[src/rtl/lock_key_loader.sv]
// lock_key_loader
// Receives a KEY_W-bit unlock key as a serial bitstream (LSB first) over a
// valid/ready handshake, followed by one even-parity bit. The key reaches the
// locked core's key pins only after a complete, parity-clean load; at all
// other times key_out is zero so the core behaves as locked.

module lock_key_loader #(
    parameter int KEY_W   = 32,
    parameter int TIMEOUT = 1024
) (
    input  logic             clk,
    input  logic             rst_n,
    input  logic             start,
    input  logic             zeroize,
    input  logic             ser_valid,
    input  logic             ser_data,
    output logic             ser_ready,
    output logic [KEY_W-1:0] key_out,
    output logic             key_armed,
    output logic             key_err,
    output logic             busy
);

    localparam int CNT_W = (KEY_W > 1) ? $clog2(KEY_W) : 1;
    // Idle counter must be able to hold TIMEOUT itself; keep one bit when disabled.
    localparam int TMO_W = (TIMEOUT > 0) ? $clog2(TIMEOUT + 1) : 1;

    localparam logic [CNT_W-1:0] CNT_LAST = CNT_W'(KEY_W - 1);
    localparam logic [TMO_W-1:0] TMO_MAX  = TMO_W'(TIMEOUT);

    typedef enum logic [2:0] {
        S_IDLE,
        S_LOAD,
        S_PARITY,
        S_ARMED,
        S_ERROR
    } state_t;

    state_t             r_state;
    logic [CNT_W-1:0]   r_cnt;
    logic [TMO_W-1:0]   r_tmo;
    logic [KEY_W-1:0]   r_shreg;
    logic [KEY_W-1:0]   r_key_out;

    state_t             w_state_nxt;
    logic [CNT_W-1:0]   w_cnt_nxt;
    logic [TMO_W-1:0]   w_tmo_nxt;
    logic [KEY_W-1:0]   w_shreg_nxt;
    logic [KEY_W-1:0]   w_key_nxt;

    logic               w_beat;
    logic [TMO_W-1:0]   w_tmo_idle;
    logic               w_tmo_hit;
    logic               w_parity_ok;

    // Ready is a pure decode of state so it can never loop back through ser_valid.
    assign ser_ready = (r_state == S_LOAD) || (r_state == S_PARITY);
    assign busy      = ser_ready;
    assign key_armed = (r_state == S_ARMED);
    assign key_err   = (r_state == S_ERROR);
    assign key_out   = r_key_out;

    assign w_beat = ser_valid && ser_ready;

    // Idle-cycle count after one more beat-less cycle; saturates and stays at 0 when disabled.
    assign w_tmo_idle  = ((TIMEOUT == 0) || (r_tmo == TMO_MAX)) ? r_tmo : r_tmo + 1'b1;
    assign w_tmo_hit   = (TIMEOUT != 0) && (w_tmo_idle == TMO_MAX);

    // Even parity over key plus trailing bit must come out zero.
    assign w_parity_ok = ~((^r_shreg) ^ ser_data);

    // Next-state and datapath decode; zeroize outranks start, start outranks beats.
    always_comb begin
        // NOTE: every next-value defaults to "hold" before any branch, so no latch is inferred.
        w_state_nxt = r_state;
        w_cnt_nxt   = r_cnt;
        w_tmo_nxt   = r_tmo;
        w_shreg_nxt = r_shreg;
        w_key_nxt   = r_key_out;

        if (zeroize) begin
            w_state_nxt = S_IDLE;
            w_cnt_nxt   = '0;
            w_tmo_nxt   = '0;
            w_shreg_nxt = '0;
            w_key_nxt   = '0;
        end else begin
            case (r_state)
                S_IDLE, S_ARMED, S_ERROR: begin
                    // Leaving ARMED clears the key on the same edge, so a reload never shows the old key.
                    if (start) begin
                        w_state_nxt = S_LOAD;
                        w_cnt_nxt   = '0;
                        w_tmo_nxt   = '0;
                        w_shreg_nxt = '0;
                        w_key_nxt   = '0;
                    end
                end

                S_LOAD: begin
                    if (w_beat) begin
                        w_shreg_nxt[r_cnt] = ser_data;
                        w_cnt_nxt          = r_cnt + 1'b1;
                        w_tmo_nxt          = '0;
                        if (r_cnt == CNT_LAST) begin
                            w_state_nxt = S_PARITY;
                        end
                    end else begin
                        w_tmo_nxt = w_tmo_idle;
                        if (w_tmo_hit) begin
                            w_state_nxt = S_ERROR;
                            w_key_nxt   = '0;
                        end
                    end
                end

                S_PARITY: begin
                    if (w_beat) begin
                        w_tmo_nxt = '0;
                        if (w_parity_ok) begin
                            w_state_nxt = S_ARMED;
                            w_key_nxt   = r_shreg;
                        end else begin
                            w_state_nxt = S_ERROR;
                            w_key_nxt   = '0;
                        end
                    end else begin
                        w_tmo_nxt = w_tmo_idle;
                        if (w_tmo_hit) begin
                            w_state_nxt = S_ERROR;
                            w_key_nxt   = '0;
                        end
                    end
                end

                default: begin
                    w_state_nxt = S_IDLE;
                    w_key_nxt   = '0;
                end
            endcase
        end
    end

    // State and datapath registers with synchronous active-low reset.
    always_ff @(posedge clk) begin
        if (!rst_n) begin
            // NOTE: the shift register is cleared on reset as well, so no partial key bits survive an abort.
            r_state   <= S_IDLE;
            r_cnt     <= '0;
            r_tmo     <= '0;
            r_shreg   <= '0;
            r_key_out <= '0;
        end else begin
            // NOTE: non-blocking assignments so every register updates from pre-edge values together.
            r_state   <= w_state_nxt;
            r_cnt     <= w_cnt_nxt;
            r_tmo     <= w_tmo_nxt;
            r_shreg   <= w_shreg_nxt;
            r_key_out <= w_key_nxt;
        end
    end

endmodule

[config.mk]
export PLATFORM = sky130hd
export DESIGN_NAME = lock_key_loader
export DESIGN_NICKNAME = d
export VERILOG_FILES = /design/src/rtl/lock_key_loader.sv
export SDC_FILE = /design/constraint.sdc
export NUM_CORES = 1
export LEC_CHECK = 0
export ABC_AREA = 0
export CORE_UTILIZATION = 34
export CTS_CLUSTER_SIZE = 28
export DETAILED_ROUTE_END_ITERATION = 16
export GPL_TIMING_DRIVEN = 0
export PLACE_DENSITY_LB_ADDON = 0.05
export SYNTH_ARGS = -nofsm -noshare
export SYNTH_HDL_FRONTEND = slang
export SYNTH_SLANG_ARGS = --single-unit
[constraint.sdc]
create_clock -name clk -period 3.1 [get_ports clk]
set_input_delay 0.31 -clock clk [delete_from_list [all_inputs] [get_ports clk]]
set_output_delay 0.31 -clock clk [all_outputs]
set_load 0.02 [all_outputs]
# Word level (Yosys, flattened, before mapping)
# Index checks and enable logic that the tools add are counted.
totals:
  regBits: 83
op_classes:
  magnitude_cmp: 2
  muxes: 25
  add_sub_neg: 2
  bitwise: 2
  n_eq_ne: 11
  n_reduce_logical: 14
op_table:
  columns: ["cell", "count"]
  rows:
  - ["2-to-1 mux 32 bit", 6]
  - ["case mux 32 bit (3 select lines)", 1]
  - ["case mux 32 bit (2 select lines)", 1]
  - ["2-to-1 mux 11 bit", 3]
  - ["bitwise mux 32 bit", 1]
  - ["parity 32 bit", 1]
  - ["== test 11 bit, second input constant", 2]
  - ["case mux 11 bit (2 select lines)", 1]
  - ["2-to-1 mux 3 bit", 6]
  - ["adder 11 x 1 -> 11 bit, second input constant", 1]
  - ["2-to-1 mux 5 bit", 2]
  - ["case mux 5 bit (2 select lines)", 1]
  - ["case mux 3 bit (3 select lines)", 1]
  - ["== test 3 x 2 -> 1 bit, second input constant", 2]
  - ["less-than comparator 5 x 6 -> 1 bit, second input constant", 1]
  - ["!= test 2 bit, second input constant", 3]
  - ["AND reduction 2 bit", 3]
  - ["adder 5 x 1 -> 5 bit, second input constant", 1]
  - ["demux 1 bit (select 5 bit)", 1]
  - ["== test 5 bit, second input constant", 1]
  - ["greater-or-equal comparator 5 x 1 -> 1 bit, second input constant", 1]
  - ["nonzero test 2 bit", 2]
  - ["OR reduction 2 bit", 2]
  - ["== test 3 x 1 -> 1 bit, second input constant", 1]
  - ["other kinds (10)", 11]

# Depth between registers and ports, before layout
# Gate-level depths: netlist (run 1).
depth:
  depth_word: 7
  mapped_depth: 10

# Worst setup path after synthesis (run 1)
# OpenSTA, ideal clock, no wires.
synth_path:
  path_type: "register -> register"
  start: "reg r_tmo[0]"
  end: "reg r_key_out[28] (netlist: key_out[28])"
  slack_ps: 679
  required_time_ps: 2983
  stages_incl_launch_ff: 11
  t_arrival_ps: 2304
  n_path_buf: 2
  period_less_slack_ps: 2421
  path_cell_list: "dfxtp_1 ha_1 and4_4 buf_6 nand2_4 xnor2_1 or4_4 nor3_4 a211oi_4 buf_6 a22o_1"
synth_between:
  elab_chain_len: 6
  elab_cells_between_ends: 8
  cone_classes: "1 x add/sub; 2 x eq/ne; 5 x mux"
synth_rtl:
  columns: ["item", "line", "source"]
  rows:
  - ["start, declared", "41", "logic [TMO_W-1:0] r_tmo;"]
  - ["start signal, assigned", "157", "r_tmo <= w_tmo_nxt;"]
  - ["adder 11 x 1 -> 11 bit / == test 11 bit (equally long branches)", "66", "assign w_tmo_idle = ((TIMEOUT == 0) || (r_tmo == TMO_MAX)) ? r_tmo : r_tmo + 1'b1;"]
  - ["2-to-1 mux 11 bit (*)", "66", null]
  - ["== test 11 bit (*)", "67", "assign w_tmo_hit = (TIMEOUT != 0) && (w_tmo_idle == TMO_MAX);"]
  - ["2-to-1 mux 32 bit (*)", null, null]
  - ["2-to-1 mux 32 bit (on tied branches)", null, null]
  - ["case mux 32 bit (3 select lines) (*)", null, null]
  - ["end signal, assigned", "159", "r_key_out <= w_key_nxt;"]
  - ["end, declared", "43", "logic [KEY_W-1:0] r_key_out;"]
# Every way passes the cells marked *; elsewhere a longest branch is shown, timed or not. The select of a mux whose other input is x is not followed.
# A chain may end at the register's enable or synchronous reset.

# Worst setup path in the final report (run 1)
layout_path:
  start: "reg r_shreg[15]"
  end: "reg r_key_out[27] (netlist: key_out[27])"
layout_between:
  elab_chain_len: 5
layout_rtl:
  columns: ["item", "line", "source"]
  rows:
  - ["start, declared", "42", "logic [KEY_W-1:0] r_shreg;"]
  - ["start signal, assigned", "158", "r_shreg <= w_shreg_nxt;"]
  - ["parity 32 bit", "70", "assign w_parity_ok = ~((^r_shreg) ^ ser_data);"]
  - ["bitwise XOR 1 bit", "70", null]
  - ["2-to-1 mux 32 bit", "120", "if (w_parity_ok) begin"]
  - ["2-to-1 mux 32 bit", "118", "if (w_beat) begin"]
  - ["case mux 32 bit (3 select lines)", "88", "case (r_state)"]
# Every way passes these cells.

==> results of run 1 <==
[final cells by class]
class,count,area [um^2],area share (%)
well taps,143,179,3.65
inverters,8,30.0,0.612
clock inverters,4,25.0,0.510
flip-flops and latches,83,1660,33.9
multi-input cells,352,2150,43.8
plain buffers,37,206,4.21
clock buffers,12,256,5.23
repair buffers,40,400,8.16
[power by group]
| part | total, mW | internal [mW] | switching [mW] | leakage, nW |
|---|---|---|---|---|
| registers | 1.07 | 1.07 | 0.00186 | 0.668 |
| clock network | 1.02 | 0.584 | 0.437 | 0.135 |
| logic | 0.112 | 0.0347 | 0.0773 | 0.843 |
| total | 2.20 | 1.69 | 0.516 | 1.65 |
[registers in the layout, summed over array words and instances, names as in the netlist]
signal,flops
r_cnt,5
r_tmo,11
key_out,32
r_shreg,32
r_state,3
[worst max-delay path, stage by stage (launching register included)]
cell and delay, ns:
dfxtp_1 0.39, xor2_1 0.19, xnor2_1 0.11, xnor2_1 0.29, xnor3_1 0.40, xnor2_1 0.23
nor2_1 0.57, buf_2 0.40, a22o_1 0.18
[placed cells by master, fill, tap and decap left out, types with 4 or more instances in the layout]
cell,n
dfxtp_1,83
nand2_1,77
a21oi_1,47
clkdlybuf4s50_1,40
nand3_1,32
xnor2_1,31
nor2_1,30
a22o_1,30
clkbuf_1,23
o21ai_0,14
clkbuf_16,9
inv_1,8
nor3_1,8
buf_6,7
ha_1,7
and3_1,6
xor2_1,6
a311oi_1,5
and2_1,4
nand2b_1,4
nor3b_1,4
buf_2,4
[logic make-up (layout without fill, tap and decap cells)]
kind of cell               Yosys count  after routing  synth area share (%)
and+or+nand+nor                    190            190                  22.8
AOI/OAI and AO/OA                  115            115                  19.1
DFF                                 83             83                  41.1
buffers and inverters               45            101                  5.84
xor gates and xnor gates            38             38                  8.57
adders and majority gates            7              7                  2.16
muxes                                2              2                 0.495
[final timing paths]
check	to	slack, ns	cells past startpoint
worst max-delay path	key_out[27]	0.28	8
worst min-delay path	key_out[19]	0.48	1
worst max register to register	key_out[27]	0.28	8
worst min register to register	key_out[19]	0.48	1
[layer usage]
layer,routed length (um),vias to the layer above
li1,-,1777
met1,5190,1602
met2,4570,60
met3,343,13
met4,166,0
met5,0,-
[stage by stage]
stage | power [mW] | utilization, % | instance area (um^2) | cells | TNS, ns
finish | 2.20 | 42.6 | 4910 | 679 | 0
global route | 2.29 | 42.6 | 4910 | 679 | 0
CTS | 2.24 | 42.6 | 4910 | 679 | 0
detailed placement | 1.21 | 40.2 | 4630 | 663 | -0.354
global placement | 1.21 | 40.2 | 4630 | 663 | -0.605
floorplan | 1.17 | - | 4050 | 480 | 0
==> results.yml, run 1 <==
global_route:
  use_met1_pct: 23.2
  grt_use_met3_pct: 3.50
  grt_antenna_before_repair: 0
  use_met2_pct: 27.8
  grt-ovfl-total: 0
  grt_pass1_wl_mm: 16.8
  grt_max_degree: 14
  grt_pass1_vias: 3202
  gr-max-usage-layer: "met2"
  grt_usage_pct: 17.6
critical_path:
  endpoint_kind: "register"
  worstPathMaxFanout: 10
  crit_path_start_kind: "register"
  arrival_ns: 3.10
  timing.rr.start: "r_shreg[15]"
  worstSetupStartpoint: "r_shreg[15]"
  worstSetupPathType: "reg -> reg"
  worstPathRequired_ns: 3.38
synthesis:
  ys_warn_count: 0
  syn_nets: 493
  ys_top_cells_by_area: "dfxtp_1, nand2_1, xnor2_1"
  synth-async-reset-ratio_pct: 0
  netlist.area_leader.share_pct: 41.1
  synthCells: 480
  yosysSeqAreaShare_pct: 41.1
  postSynthAreaPerCell_um2: 8.43
  synth-edff-count: 0
  ys_top_cells_by_count: "dfxtp_1, nand2_1, a21oi_1"
  synth_area_leader_cell: "dfxtp_1"
  synth_ff_type: "dfxtp_1"
  yosysMostFrequentCell: "dfxtp_1"
  ys_ff_latch: 83
  syn_area_um2: 4050
  ys_types: 52
hold_path:
  hp-start: "key_out[19]"
  worstHoldPathType: "reg -> reg"
finish:
  fillers: 1186
  diodes: 0
  nNetsFinal: 544
  drive_above_1_share_pct: 7.46
  area_delta_synth_final_pct: 21.3
routing:
  drtPass1Iterations: 10
  ant_nets: 0
  routedWlPerCell_um: 15.1
  wl_mm: 10.3
  num_vias: 3452
  drc: 9
  via_per_inst: 5.08
  drt_iter0_drc: 158
clock_network:
  postCtsHoldBufs: 0
  clkTransAtPathRegs_ns: 0.06
  insertion_delay_ns: 0.34
  clockRootBuffer: "clkbuf_16"
  cts_made_buffers: 9
  cts-resized-gates: 0
  htree_num_levels: 3
  cts.sinks: 83
  cts_setup_buffers: 0
  clock_path_buffers: 2
  tritoncts: "done"
placed_design:
  port_buffers: 40
  pre_cts_slack_ns: -0.0422
  place_hpwl_mm: 7.33
  routabilityCongestion: 0.816
job:
  drv_cap: 0
run_status:
  outcome: "finished with violations"
  violations: "design-rule violations"
sta:
  setup_ws_ns: 0.275
  fin_crit_sh_pct: 91.1
  drv_slew: 0
  worst_pin_slew_ns: 0.941
  hold_ws_ns: 0.475
  finalCriticalPeriod_ns: 2.82
  hold_viol: 0
  slew_headroom_pct: 37.1
  clock_skew_ns: 0.00879
  rsz0062_at_grt: "false"
  fmax_mhz: 354
  setup_viol: 0
pwr:
  power_density_nw_per_um2: 449
  p_leak_nw: 1.65
  vdd_drop_max_mv: 0.188
floorplanning:
  initial_core_util_pct: 35.1
  std_cell_rows: 39
  coreArea_um2: 11500
  die_y_um: 111
  die-width_um: 111
  dieArea_um2: 12300
  num_io_pins: 42
(Power assumes the default switching activity.)
==> run 2: changes to the inputs <==
--- a/config.mk
+++ b/config.mk
@@ -6,8 +6,10 @@
 export NUM_CORES = 1
 export LEC_CHECK = 0
 export ABC_AREA = 0
+export CELL_PAD_IN_SITES_DETAIL_PLACEMENT = 0
+export CELL_PAD_IN_SITES_GLOBAL_PLACEMENT = 2
 export CORE_UTILIZATION = 34
-export CTS_CLUSTER_SIZE = 28
+export CTS_CLUSTER_SIZE = 10
 export DETAILED_ROUTE_END_ITERATION = 16
 export GPL_TIMING_DRIVEN = 0
 export PLACE_DENSITY_LB_ADDON = 0.05
==> results.yml, run 2 (synthesis results as in run 1) <==
critical_path:
  timing.rr.end: "key_out[30]"
  crit_cells: 10
  reg2regPathDepth: 10
  cp_slowest_cell: "dfxtp_1"
  crit_path_start_kind: "register"
  crit_buf_inv: 2
  worstPathRequired_ns: 3.33
  timing.rr.start: "r_tmo[0]"
  crit_top_cell: "buf_6"
  arrival_ns: 2.96
  path_cells: "ha_1 > and4_4 > buf_6 > nand2_4 > xnor2_1 > or4_4 > nor3_4 > a211oi_4 > buf_6 > a22o_1"
  worstPathMaxFanout: 10
  endpoint_kind: "register"
  worstSetupStartpoint: "r_tmo[0]"
  crit_family: "simple AND/OR/NAND/NOR gates"
  worst-r2r-setup-slack_ns: 0.38
  worstSetupPathType: "reg -> reg"
  cp_slowest_stage_delay_ns: 0.45
  endpoint: "key_out[30]"
sta:
  tns_ns: 0
  setup_ws_ns: 0.376
  fmax_mhz: 367
  drv_slew: 0
  clock_skew_ns: 0.00780
  fin_crit_sh_pct: 87.9
  hold_viol: 0
  slew_headroom_pct: 39.4
  rsz0062_at_grt: "false"
  finalCriticalPeriod_ns: 2.72
  hold_ws_ns: 0.474
  setup_viol: 0
  worst_pin_slew_ns: 0.907
floorplanning:
  dieArea_um2: 12300
  num_io_pins: 42
  die-width_um: 111
  die_y_um: 111
  initial_core_util_pct: 35.1
  coreArea_um2: 11500
  std_cell_rows: 39
clock_network:
  cts_made_buffers: 9
  postCtsHoldBufs: 0
  cts-resized-gates: 0
  tritoncts: "done"
  cts_setup_buffers: 0
  htree_num_levels: 3
  clock_path_buffers: 2
  clockRootBuffer: "clkbuf_16"
  clkTransAtPathRegs_ns: 0.06
  insertion_delay_ns: 0.34
  cts.sinks: 83
global_route:
  gr-max-usage-layer: "met2"
  use_met2_pct: 30.4
  grt-ovfl-total: 0
  use_met1_pct: 23.0
  grt_antenna_before_repair: 0
  grt_max_degree: 14
  grt_pass1_wl_mm: 17.3
  grt_usage_pct: 18.0
  grt_use_met3_pct: 3.77
  grt_pass1_vias: 3299
job:
  drv_cap: 0
run_status:
  outcome: "finished with violations"
  violations: "design-rule violations"
placed_design:
  dpl_cell_area_um2: 4630
  place_hpwl_mm: 7.60
  routabilityCongestion: 0.784
  dp_cells: 663
  pre_cts_slack_ns: 0.151
  port_buffers: 40
pwr:
  p_leak_nw: 1.65
  vdd_drop_max_mv: 0.179
  power_density_nw_per_um2: 450
routing:
  drc: 11
  drt_iter0_drc: 161
  via_per_inst: 5.07
  ant_nets: 0
  wl_mm: 10.5
  num_vias: 3442
  drtPass1Iterations: 10
  routedWlPerCell_um: 15.5
finish:
  layout_commonest_cell: "dfxtp_1"
  layout_common_cells: "dfxtp_1, nand2_1, a21oi_1"
  diodes: 0
  area_delta_synth_final_pct: 21.3
  fin_cells: 679
  fin_area_um2: 4910
  drive_above_1_share_pct: 7.46
  nNetsFinal: 544
  fillers: 1154
hold_path:
  worstHoldPathType: "reg -> reg"
==> run 2: cell counts in the layout (fill, tap and decap cells not counted) <==
No cell type changed its count.
==> run 2: power breakdown <==
part	total (mW)	switching, mW	internal (mW)
registers	1.07	0.00180	1.07
logic	0.113	0.0786	0.0346
clock network	1.02	0.440	0.584
total	2.21	0.521	1.69
==> run 2: how the worst min path moves through the flow <==
stage / startpoint / end / slack [ns] / cells past startpoint
2_1_floorplan: r_shreg[20] / r_shreg[20] / 0.46 / 2
3_3_place_gp: key_out[9] / key_out[9] / 0.46 / 1
3_5_place_dp: key_out[29] / key_out[29] / 0.47 / 1
4_1_cts: key_out[27] / key_out[27] / 0.48 / 1
5_1_grt: key_out[5] / key_out[5] / 0.49 / 1
6_report: key_out[5] / key_out[5] / 0.47 / 1
==> run 2: routing by layer <==
layer / up-vias / share of wire (%)
met3: 9 / 2.3
met1: 1610 / 48
met4: 0 / 1.5
met5: - / 0
met2: 42 / 48
li1: 1781 / -
==> run 2: worst register-to-register path, cell delays in order, from the launching register on <==
cell      delay (ns)
dfxtp_1         0.45
ha_1            0.29
and4_4          0.25
buf_6           0.12
nand2_4         0.06
xnor2_1         0.12
or4_4           0.43
nor3_4          0.32
a211oi_4        0.17
buf_6           0.18
a22o_1          0.23
==> run 2: stage by stage <==
step / util (%) / total power, mW
after floorplan: - / 1.17
after global placement: 40.2 / 1.21
after detailed placement: 40.2 / 1.21
after CTS: 42.6 / 2.24
after global routing: 42.6 / 2.29
final: 42.6 / 2.21
==> run 2: layout make-up <==
cell class / instances / area [um^2] / share of cell area, %
Multi-Input combinational cell: 352 / 2150 / 43.8
Inverter: 8 / 30.0 / 0.612
Clock buffer: 12 / 256 / 5.23
Buffer: 37 / 206 / 4.21
Tap cell: 143 / 179 / 3.65
Clock inverter: 4 / 25.0 / 0.510
Timing Repair Buffer: 40 / 400 / 8.16
Sequential cell: 83 / 1660 / 33.9
==> run 3: changes to the inputs <==
--- a/config.mk
+++ b/config.mk
@@ -8,6 +8,7 @@
 export ABC_AREA = 0
 export CELL_PAD_IN_SITES_DETAIL_PLACEMENT = 0
 export CELL_PAD_IN_SITES_GLOBAL_PLACEMENT = 2
+export CORE_ASPECT_RATIO = 1.2
 export CORE_UTILIZATION = 34
 export CTS_CLUSTER_SIZE = 10
 export DETAILED_ROUTE_END_ITERATION = 16
==> results.yml, run 3 (synthesis results as in run 1) <==
pwr:
  sw_frac_of_total_pct: 21.3
  vdd_drop_max_mv: 0.210
  seqPwrFrac_pct: 44.5
  internal-power_mw: 1.89
  comb_power_share_pct: 4.7
  p_sw_mw: 0.511
  power_frac_clock_pct: 50.8
  total_power_mw: 2.40
  p_leak_nw: 1.68
  power_density_nw_per_um2: 482
critical_path:
  cp_slowest_stage_delay_ns: 0.45
  arrival_ns: 2.97
  crit_path_start_kind: "register"
  crit_family: "simple AND/OR/NAND/NOR gates"
  path_cells: "ha_1 > and4_4 > buf_6 > nand2_4 > xnor2_1 > or4_4 > nor3_4 > a211oi_4 > buf_6 > a22o_1"
  crit_top_cell: "buf_6"
  worstSetupPathType: "reg -> reg"
  crit_buf_inv: 2
  worstPathMaxFanout: 10
  worstPathRequired_ns: 3.32
  endpoint_kind: "register"
  cp_slowest_cell: "dfxtp_1"
clock_network:
  htree_num_levels: 3
  clockRootBuffer: "clkbuf_16"
  clock_path_buffers: 2
  clkTransAtPathRegs_ns: 0.06
  cts_made_buffers: 9
  cts_setup_buffers: 0
  cts-resized-gates: 0
  insertion_delay_ns: 0.33
  cts.sinks: 83
  tritoncts: "done"
  postCtsHoldBufs: 0
routing:
  drc: 0
  ant_nets: 0
  via_per_inst: 4.95
  wl_mm: 10.4
  num_vias: 3433
  routedWlPerCell_um: 15.0
  drtPass1Iterations: 4
  drt_iter0_drc: 99
finish:
  area_delta_synth_final_pct: 23.2
  diodes: 0
  layout_common_cells: "dfxtp_1, nand2_1, a21oi_1"
  nNetsFinal: 544
  fin_util_pct: 43.1
  drive_above_1_share_pct: 7.46
  regArea_um2: 1660
  multi_input_area_um2: 2150
  fillers: 1179
  layout_commonest_cell: "dfxtp_1"
sta:
  clock_skew_ns: 0.00753
  slew_headroom_pct: 34.7
  rsz0062_at_grt: "false"
  setup_ws_ns: 0.349
  worst_pin_slew_ns: 0.977
  hold_viol: 0
  drv_slew: 0
  setup_viol: 0
  finalCriticalPeriod_ns: 2.75
  fin_crit_sh_pct: 88.7
  fmax_mhz: 364
floorplanning:
  initial_core_util_pct: 35.0
  dieArea_um2: 12300
  coreArea_um2: 11600
  std_cell_rows: 43
  num_io_pins: 42
  die_y_um: 122
  die-width_um: 102
placed_design:
  place_hpwl_mm: 7.68
  pre_cts_slack_ns: -0.0277
  routabilityCongestion: 0.824
  port_buffers: 40
global_route:
  grt-ovfl-total: 0
  grt_usage_pct: 17.7
  grt_max_degree: 15
  grt_pass1_vias: 3166
  grt_pass1_wl_mm: 16.6
  grt_antenna_before_repair: 0
hold_path:
  worstHoldPathType: "reg -> reg"
job:
  drv_cap: 0
run_status:
  outcome: "finished, final reports clean"
[run 3: cell types whose count changed in the layout (fill, tap and decap cells not counted), sizes merged]
cell      before  now
clkbuf        36   34
bufinv         0    3
inv            8    9
clkinvlp       2    0
[run 3: per-stage QoR]
| stage | setup TNS (ns) | cells | hold WS (ns) | cell area, um^2 |
|---|---|---|---|---|
| after floorplan | 0 | 480 | 0.461 | 4050 |
| after global placement | -1.35 | 677 | 0.460 | 4640 |
| after detailed placement | -0.226 | 677 | 0.465 | 4640 |
| after CTS | 0 | 693 | 0.481 | 4980 |
| after global routing | 0 | 693 | 0.493 | 4980 |
| final | 0 | 693 | 0.476 | 4980 |
[run 3: cell type report]
type                    count  area share, %
plain buffers              37           4.14
clock buffers              10           4.59
clock inverters             6           2.26
inverters                   8          0.602
multi-input cells         352           43.1
flip-flops and latches     83           33.3
well taps                 157           3.94
repair buffers             40           8.03
[run 3: power by group through the flow]
stage | combinational, mW | sequential, mW | clock [mW]
3_5_place_dp | 0.115 | 1.09 | 0
2_1_floorplan | 0.0742 | 1.09 | 0
3_3_place_gp | 0.114 | 1.09 | 0
6_report | 0.113 | 1.07 | 1.22
4_1_cts | 0.115 | 1.07 | 1.26
5_1_grt | 0.124 | 1.07 | 1.30
[run 3: final timing paths]
| path | from | endpoint | slack, ns | depth (start not counted) |
|---|---|---|---|---|
| worst max-delay path | r_tmo[0] | key_out[0] | 0.35 | 10 |
| worst min-delay path | key_out[20] | key_out[20] | 0.48 | 1 |
| worst max register to register | r_tmo[0] | key_out[0] | 0.35 | 10 |
| worst min register to register | key_out[20] | key_out[20] | 0.48 | 1 |
[run 3: metal layers]
metal	up-vias	share of wire (%)	global-route usage [%]
met3	5	2.2	3.17
li1	1776	-	-
met2	41	51	31.9
met5	-	0	0
met4	0	0.78	4.62
met1	1611	46	21.2
